## src/rtl/aes_pixel_packer.sv

```systemverilog
// Packs a stream of pixel bytes into 128-bit plaintext blocks for the AES core,
// padding a short final block and holding each block under valid/ready.
module aes_pixel_packer #(
  parameter logic [7:0] PAD_BYTE = 8'h00,
  parameter int         IDX_W    = 16
) (
  input  logic             clk,
  input  logic             rst,
  input  logic [7:0]       pix_data,
  input  logic             pix_valid,
  input  logic             pix_last,
  output logic             pix_ready,
  output logic [127:0]     blk_data,
  output logic             blk_valid,
  input  logic             blk_ready,
  output logic             blk_last,
  output logic [3:0]       blk_pad,
  output logic [IDX_W-1:0] blk_index
);

  typedef enum logic {FILL, HOLD} state_e;

  state_e             state_q, state_d;
  logic [3:0]         count_q, count_d;
  logic [127:0]       data_q,  data_d;
  logic               last_q,  last_d;
  logic [3:0]         pad_q,   pad_d;
  logic [IDX_W-1:0]   index_q, index_d;

  logic               byte_acc;
  logic               blk_acc;
  logic [3:0]         slot;
  logic               close;

  // Byte 0 lands in [127:120]. Writing slot 0 starts a fresh block, so the
  // remaining slots are cleared; a closing byte pads every slot after it.
  function automatic logic [127:0] pack(input logic [127:0] cur,
                                        input logic [3:0]   at,
                                        input logic [7:0]   b,
                                        input logic         fin);
    logic [127:0] r;
    logic [3:0]   ks;
    r = cur;
    for (int k = 0; k < 16; k++) begin
      ks = k[3:0];
      if (ks == at)             r[127-8*k -: 8] = b;
      else if (fin && ks > at)  r[127-8*k -: 8] = PAD_BYTE;
      else if (at == 4'd0)      r[127-8*k -: 8] = 8'h00;
    end
    return r;
  endfunction

  assign blk_valid = (state_q == HOLD);
  assign pix_ready = (state_q == FILL) ? 1'b1 : blk_ready;
  assign byte_acc  = pix_valid & pix_ready;
  assign blk_acc   = blk_valid & blk_ready;

  assign blk_data  = data_q;
  assign blk_last  = last_q;
  assign blk_pad   = pad_q;
  assign blk_index = index_q;

  // NOTE: every signal written here gets a default first, so no latch is inferred.
  always_comb begin
    state_d = state_q;
    count_d = count_q;
    data_d  = data_q;
    last_d  = last_q;
    pad_d   = pad_q;
    index_d = index_q;
    slot    = count_q;
    close   = 1'b0;

    if (blk_acc) begin
      index_d = index_q + 1'b1;
      last_d  = 1'b0;
      pad_d   = 4'd0;
      count_d = 4'd0;
      state_d = FILL;
    end

    // In HOLD a byte can only arrive together with the block accept, so it
    // opens the next block at slot 0; a closing byte then re-enters HOLD.
    if (byte_acc) begin
      slot   = (state_q == HOLD) ? 4'd0 : count_q;
      close  = (slot == 4'd15) || pix_last;
      data_d = pack(data_q, slot, pix_data, close);
      if (close) begin
        state_d = HOLD;
        pad_d   = 4'd15 - slot;
        last_d  = pix_last;
        count_d = 4'd0;
      end else begin
        count_d = slot + 4'd1;
      end
    end
  end

  // NOTE: state registers use non-blocking assignments so all flops update together.
  always_ff @(posedge clk) begin
    if (rst) begin
      state_q <= FILL;
      count_q <= 4'd0;
      data_q  <= '0;
      last_q  <= 1'b0;
      pad_q   <= 4'd0;
      index_q <= '0;
    end else begin
      state_q <= state_d;
      count_q <= count_d;
      data_q  <= data_d;
      last_q  <= last_d;
      pad_q   <= pad_d;
      index_q <= index_d;
    end
  end

endmodule

```

## config.mk

```make
export PLATFORM = sky130hd
export DESIGN_NAME = aes_pixel_packer
export DESIGN_NICKNAME = d
export VERILOG_FILES = /design/src/rtl/aes_pixel_packer.sv
export SDC_FILE = /design/constraint.sdc
export NUM_CORES = 1
export LEC_CHECK = 0
export CAP_MARGIN = 10
export CORE_MARGIN = 1.5
export CORE_UTILIZATION = 46
export CTS_BUF_LIST = sky130_fd_sc_hd__clkbuf_4 sky130_fd_sc_hd__clkbuf_8
export DETAILED_ROUTE_END_ITERATION = 8
export GPL_TIMING_DRIVEN = 0
export PLACE_DENSITY = 0.75
export SYNTH_ARGS = -nofsm -noshare
export SYNTH_HDL_FRONTEND = slang
export SYNTH_SLANG_ARGS = --single-unit
export TNS_END_PERCENT = 5
```

## constraint.sdc

```tcl
create_clock -name clk -period 2.1 [get_ports clk]
set_input_delay 0.42 -clock clk [delete_from_list [all_inputs] [get_ports clk]]
set_output_delay 0.42 -clock clk [all_outputs]
set_load 0.02 [all_outputs]
```

==> impl_metrics.toml <==
[sta]
hold_violations = 0
timing.fmax_ghz = 0.4812
slew-limit-headroom_pct = 49.06
setup_violations = 0
worst_hold_slack_ns = 0.4553
slew_viol_final = 0
fin_crit_ns = 2.078
finClkSkew_ns = 0.01316
tightest_slew_ns = 0.7641
finalCritPeriodShare_pct = 98.95
rsz0062_at_grt = "yes"

[synth]
seq_area_frac_synth_pct = 49.05
synth_warnings = 0
synth_area_per_cell_um2 = 8.927
dominantRegCellSynth = "dfxtp_1"
syn_area_um2 = 6285
ys_ff_latch = 154
syn_inst = 704
synth_top_cell_by_area = "dfxtp_1"
synth.net_count = 720
synthTopCellsByArea = "dfxtp_1 (49%), a21oi_1 (5.1%), nand3_1 (4.6%)"
synth.top_cell.area_share_pct = 49.05
synth_edf_count = 0
yosysUniqueCellTypes = 65
synthArstFlopShare_pct = 0

[die]
start_util_pct = 47.27
fp.dieW_um = 119.9
pin_count = 164
core_um2 = 13300
rows = 42
fp.dieH_um = 119.9
die_area_um2 = 14370

[power_and_ir_drop]
p_leak_nw = 3.063
vdd_drop_max_mv = 0.4904
total_power_mw = 5.840
p_per_area_nw_per_um2 = 659.8

[clock_network]
root_buffer = "clkbuf_8"
cts_inserted_buffers = 17
clock_sinks = 154
clock_path_buffers = 2
clk_pin_slew_ns = 0.08
cts_hold_buffers = 0
clock_latency_ns = 0.46
cts_tree = "yes"
htree_levels = 4

[worst_setup_path]
cpMaxStageDelayCell = "o211a_1"
crit_family = "compound AO/OA/AOI/OAI gates"
crit_fanout = 8
critPathKind = "flip-flop to flip-flop"
cp.required_ns = 2.48
cp.arrival_ns = 2.45
path_buf_inv = 3
cpPeakStageDelay_ns = 0.39
cp_cell_sequence = "buf_8 -> buf_12 -> nand2b_4 -> ha_2 -> buf_8 -> o21ai_1 -> o211a_1 -> o21ai_1 -> a21oi_1"
critPathCaptureType = "flip-flop"
cp-start-kind = "flip-flop"

[grt]
grt_max_degree = 17
globalRouteMet1Util_pct = 35.17
grtUsageMet2_pct = 42.28
grt.busiest_layer = "met2"
grt_pass1_vias = 5721
antenna_found_initial = 0
met3_usage_pct = 9.363
grt_first_pass_wirelength_mm = 30.53
grtUsageTotal_pct = 27.32
overflow = 0

[detailed_routing]
drc = 0
drtAntennaViolNets = 0
via_per_inst = 5.612
wl_per_cell_um = 18.18
vias = 6083
totalWireLength_mm = 19.70
firstDrtPassIters = 5
drtIter0Drc = 513

[cells_and_area]
layout_common_cells = "clkdlybuf4s50_1 (162), dfxtp_1 (153), nand2_1 (69)"
drive_gt1_share_pct = 12.78
final_cells = 1084
fin_area_um2 = 8852
final_common_cell = "clkdlybuf4s50_1"
num_antenna_cells = 0
layout.nets = 911
utilization_pct = 66.58
area_growth_syn_to_layout_pct = 40.85

[place]
routabilityCongestion = 0.9237
hpwl_mm = 14.03
dp_cells = 1043
io_buffers = 163
postPlaceCellArea_um2 = 8177

[hold_path]
hold_path_class = "flip-flop to flip-flop"

[status]
status = "complete, no violations"

[job]
cap_violations = 0
## cells by family after synthesis
| family | synth area share (%) |
|---|---|
| xor+xnor | 1.951 |
| simple gates | 22.00 |
| flops | 49.05 |
| mux | 2.548 |
| compound gates | 19.69 |
| buf+inv | 4.161 |
| fa+ha+maj | 0.5973 |
## metrics by stage
stage / setup slack (ns) / TNS [ns]
2_1_floorplan: 0.006986 / 0
3_3_place_gp: -0.5941 / -38.35
3_5_place_dp: -0.6344 / -43.50
4_1_cts: -0.07880 / -1.313
5_1_grt: -0.08792 / -1.129
6_report: 0.02205 / 0
## report_power, final
| group | leakage [nW] | switching [mW] | total (mW) | internal (mW) |
|---|---|---|---|---|
| clock network | 0.211 | 1.09 | 2.29 | 1.20 |
| logic | 1.61 | 0.378 | 0.596 | 0.218 |
| registers | 1.24 | 0.0160 | 2.96 | 2.94 |
## cell type report
cell class	instances	area, µm²
fillers	1059	4443
multi-input cells	495	3097
flip-flops and latches	154	3087
repair buffers	172	1714
clock buffers	23	297.8
plain buffers	48	294.0
well taps	176	220.2
clock inverters	9	112.6
inverters	7	30.03
## layer usage
metal,vias up,part of all wire (%)
li1,2862,-
met1,2920,43
met2,264,47
met3,37,8.3
met4,0,2.1
met5,-,0
## registers in the layout, summed over array words and instances (netlist names)
register and count:
blk_last 1, blk_valid 1, blk_data 128, blk_pad 4, blk_index 16, count_q 4
## tightest hold or removal path: stages (launching register included)
cell,delay (ns)
dfxtp_1,0.32
nand2_1,0.05
a21oi_1,0.05
## cell usage after synthesis (2+ instances only)
cell      number
a32oi_1        2
a21oi_1       64
clkbuf_1      26
nor3_2         3
and2_1         2
o21ai_2        2
nand2b_1      33
xor2_1        12
o21a_1         3
or3_1          2
nand3_1       58
mux2i_1       16
o21ai_0       27
o211a_1        2
nor2_1        63
a22o_1        24
a21oi_2        4
nor3_1         4
nand4_1        6
o31ai_2        2
o221a_2        2
xnor2_1        2
dfxtp_1      154
buf_2         14
buf_6          4
and3_1         4
nand3b_1       2
nand2_1       70
inv_1          6
buf_4          2
nor2b_1       10
buf_1          2
o21ai_1       19
ha_1           3
a22oi_1       24
a31oi_1        2
## final timing paths
check	startpoint	end	slack, ns	cells past startpoint
setup reg to reg	blk_valid$_SDFF_PP0_	blk_data[10]$_SDFFE_PP0P_	0.02	9
setup / recovery	blk_valid$_SDFF_PP0_	blk_data[10]$_SDFFE_PP0P_	0.02	9
hold / removal	blk_data[99]$_SDFFE_PP0P_	blk_data[99]$_SDFFE_PP0P_	0.46	2
hold reg to reg	blk_data[99]$_SDFFE_PP0P_	blk_data[99]$_SDFFE_PP0P_	0.46	2
## timing repair
| item | in CTS | in global routing |
|---|---|---|
| resized for setup | 13 | 35 |
| pin swaps | 5 | 14 |
| setup buffers | 1 | 8 |
| setup endpoints to repair | 106 | 125 |
No activity file was read; power rests on OpenSTA's default activity.
==> edit 1: new RTL, same settings <==
`IDX_W`: 16 -> 15.
--- a/src/rtl/aes_pixel_packer.sv
+++ b/src/rtl/aes_pixel_packer.sv
@@ -2,7 +2,7 @@
 // padding a short final block and holding each block under valid/ready.
 module aes_pixel_packer #(
   parameter logic [7:0] PAD_BYTE = 8'h00,
-  parameter int         IDX_W    = 16
+  parameter int         IDX_W    = 15
 ) (
   input  logic             clk,
   input  logic             rst,
Ports: changed (resized blk_index); port bits go from 164 to 163. The function was not compared with the original's and may differ.
==> edit 1 against the unedited design <==
- synthesized cell count grew 13%
- core utilization shrank 0.24 points
- sequential cell count shrank 1
- setup slack lost 0.0073 ns
- die area grew 6.4%
- wire length grew 13%
- area after synthesis grew 6.5%
- hold slack lost 0.0044 ns
- total power shrank 1.6%
- cell area grew 5.2%
- critical path type is now input pin to register
- highest routed layer unchanged
==> edit 1: results (changes against the unedited design) <==
signal_buffers: 243  # +10%
use_met1_pct: 38.3  # +3.2 points
syn_nets: 814  # +13%
synth_mux_area_share_pct: 0.336  # -2.2 points
wirelength_met1_um: 9340  # +11%
p_switching_mw: 1.52  # +2.4%
drtIter0Drc: 781  # +52%
hpwlAfterDp_um: 15400  # +9.9%
cts_resized: 36  # +23
grtUsageMet3_pct: 7.65  # -1.7 points
outcome: "completed"
grt_usage_pct: 28.7  # +1.3 points
drt-wirelength-per-cell_um: 18.9  # +4.0%
nets: 1002  # +10%
leakage_nw: 2.98  # -2.7%
layout.cells.non_filler: 1177  # +8.6%
multi_input_gates: 555  # +12%
seq_share_pct: 32.9  # -2.0 points
p_int_mw: 4.23  # -2.9%
combPwrFrac_pct: 10.6  # +0.4 points
ys_ff_latch: 153  # -0.65%
holdPathEnd: "blk_data[21]"
cpPeakStageDelay_ns: 0.69  # +0.30 ns
cpMaxStageDelayCell: "clkdlybuf4s50_1"
synth_xor_area_share_pct: 1.44  # -0.51 points
slew_headroom_pct: 48.8  # -0.22 points
final.fill_count: 1177  # +11%
hold_ws_ns: 0.451  # -0.00436 ns
pwr-share-seq_pct: 51.0  # +0.4 points
ir_drop_mv: 0.435  # -11%
layout-drive-gt1-share_pct: 12.0  # -0.74 points
route.met3.wl_um: 2170  # +33%
multi_input_area_sq_um: 3510  # +13%
timing.rr.start: "count_q[1]"
gp_congestion: 0.973  # +5.3%
cp_top_family: "buffers and inverters"
==> edit 1: cell count changes after synthesis, moves of 14 or more <==
cell      unedited run  this run
a311oi_1             0        40
nor4_1               0        14
nand2_1             70        97
clkbuf_1            26        50
a22o_1              24         2
nor2_1              63        33
nand2b_1            33        10
a22oi_1             24        10
a21oi_1             64       108
mux2i_1             16         0
nand4_1              6        30
==> edit 1: worst max-delay path by stage <==
stage	to	slack [ns]	cells past startpoint
3_5_place_dp	blk_data[49]	-0.71	6
4_1_cts	blk_data[107]	-0.02	9
5_1_grt	blk_data[53]	-0.04	7
3_3_place_gp	blk_data[32]	-0.70	6
6_report	blk_data[34]	0.01	6
2_1_floorplan	blk_data[16]	0.0003	10
==> edit 1: through the flow <==
| step | setup TNS, ns | cell area, sq um |
|---|---|---|
| floorplan | 0 | 6760 |
| global placement | -52.43 | 8600 |
| detailed placement | -53.00 | 8600 |
| CTS | -0.0555 | 9120 |
| global route | -0.723 | 9320 |
| finish | 0 | 9320 |
==> edit 2: new RTL, config.mk and constraints unchanged <==
Without the edit above. Reset style: asynchronous (`rst`), changed in one clocked block.
--- a/src/rtl/aes_pixel_packer.sv
+++ b/src/rtl/aes_pixel_packer.sv
@@ -97,7 +97,7 @@
   end
 
   // NOTE: state registers use non-blocking assignments so all flops update together.
-  always_ff @(posedge clk) begin
+  always_ff @(posedge clk or posedge rst) begin
     if (rst) begin
       state_q <= FILL;
       count_q <= 4'd0;
Formal check against the unedited RTL: differs if rst is asserted again (counterexample within 4 cycles, from zero or initial values and one cycle with rst high); with rst held inactive, the same outputs for 4 cycles.
==> edit 2 against the unedited design <==
- the run now ends with setup timing left
- sequential cell count stayed put
- cell area is 3.2% higher
- hold slack worse by 0.039 ns
- largest cell class is now sequential cells
- core utilization is 3.2 points lower
- fmax is 1.6% lower
- setup slack worse by 0.033 ns
- area after synthesis is 7.5% higher
- critical path depth is 5 lower
- critical endpoint is now blk_data[29]
- global-route usage is 1.0 points lower
- wire length is 1.3% lower
Power is not compared: it rests on default switching activity, and its combinational part moved more than twofold at a synthesized area within 25%.
==> edit 2: results (changes against the unedited design) <==
final.fill_count: 1159  # +9.4%
ys.flop_type: "dfrtp_1"
routed-wl-met2_um: 9090  # -2.0%
async_reset_ff_share_pct: 100  # +100 points
synth_common_cells: "dfrtp_1, nand2_1, a22o_1"
drt-vias-per-instance: 5.68  # +1.3%
critPathMaxFanout: 9  # +1
dpl_cell_area_sq_um: 8660  # +5.9%
syn_inst: 596  # -15%
nets: 793  # -13%
syn_nets: 610  # -15%
synth-adder-area-share_pct: 0.185  # -0.41 points
grt_pass1_wl_um: 30200  # -1.2%
ys_types: 63  # -3.1%
pre_cts_ws_ns: -0.496  # +0.138 ns
drt-wirelength-per-cell_um: 20.0  # +9.9%
vias: 5535  # -9.0%
synth_compound_area_share_pct: 18.9  # -0.78 points
port_buffers: 161  # -1.2%
hold_path.class: "input pin to register"
outcome: "finished with violations"
cpMaxStageDelayCell: "or4b_4"
synth_top_family_by_area: "compound AO/OA/AOI/OAI gates"
post_cts_buffers: 0  # -1
first_pass_iters: 6  # +1
final.setup_skew_ns: 0.0113  # -0.00189 ns
violations: "setup timing"
drtIter0Drc: 318  # -38%
place_inst: 944  # -9.5%
synth_mux_area_share_pct: 4.89  # +2.3 points
synth_xor_area_share_pct: 2.20  # +0.25 points
wirelength_met1_um: 8360  # -0.35%
fin_setup_tns_ns: -0.0165  # -0.0165 ns
gp_congestion: 0.915  # -0.92%
hpwlAfterDp_um: 13700  # -2.5%
timing.final.ws_setup_ns: -0.0114  # -0.0334 ns
clk_path_buf_depth: 2  # unchanged
yosysSeqAreaShare_pct: 57.1  # +8.0 points
cpPeakStageDelay_ns: 0.60  # +0.21 ns
cp_top_family: "simple AND/OR/NAND/NOR gates"
max_slew.worst_pin.slew_ns: 0.922  # +0.158 ns
layout-drive-gt1-share_pct: 12.4  # -0.37 points
grt_usage_pct: 26.3  # -1.0 points
route.met3.wl_um: 1560  # -4.2%
finalSetupViolCount: 3  # +3
==> edit 2: cell types whose count changed after synthesis, sizes merged, moves of 9 or more <==
cell    unedited run  this run
inv                7        49
a22o              24        65
nor2              64        13
nand3             58        16
clkbuf            26        11
dfxtp            154         0
xnor2              2        11
dfrtp              0       154
a21oi             68        12
nand2b            33         5
==> edit 2: final timing paths <==
check / endpoint / from / slack (ns) / depth (start not counted)
max: blk_data[29] / count_q[0] / -0.01 / 4
min: blk_pad[1] / blk_ready / 0.42 / 4
max reg2reg: blk_data[29] / count_q[0] / -0.01 / 4
min reg2reg: blk_data[119] / blk_data[119] / 0.48 / 2
max in group asynchronous: blk_data[111] / rst / 0.65 / 4
min in group asynchronous: blk_index[5] / rst / 0.51 / 2
==> edit 2: routing by layer <==
layer	vias to the layer above	global-route usage, %
met5	-	0
met2	241	39.8
met3	38	8.38
li1	2484	-
met1	2772	35.4
met4	0	10.1
==> edit 2: report_power, final <==
group          leakage (nW)  switching (mW)  internal, mW
sequential             2.10           0.130          3.10
combinational          1.55           0.728         0.485
clock                 0.215            1.07          1.28
==> edit 2: cell type report <==
| cell class | instances | area, sq um | share of cell area, % |
|---|---|---|---|
| sequential | 154 | 3860 | 42.2 |
| inverter | 49 | 188 | 2.05 |
| buffer | 30 | 144 | 1.57 |
| timing repair buffer | 164 | 1670 | 18.3 |
| tap | 184 | 230 | 2.52 |
| clock inverter | 8 | 119 | 1.30 |
| clock buffer | 22 | 290 | 3.18 |
| multi-input combinational | 363 | 2640 | 28.9 |
==> edit 2: tightest hold or removal path, stage by stage <==
cell and delay, ns:
buf_2 0.20, nand2_1 0.07, o21ai_0 0.08, a211oi_1 0.07
==> edit 2: what timing repair did <==
item                       CTS  global route
setup endpoints to repair   16            71
pin swaps                    0             1
gates resized for setup      6            10
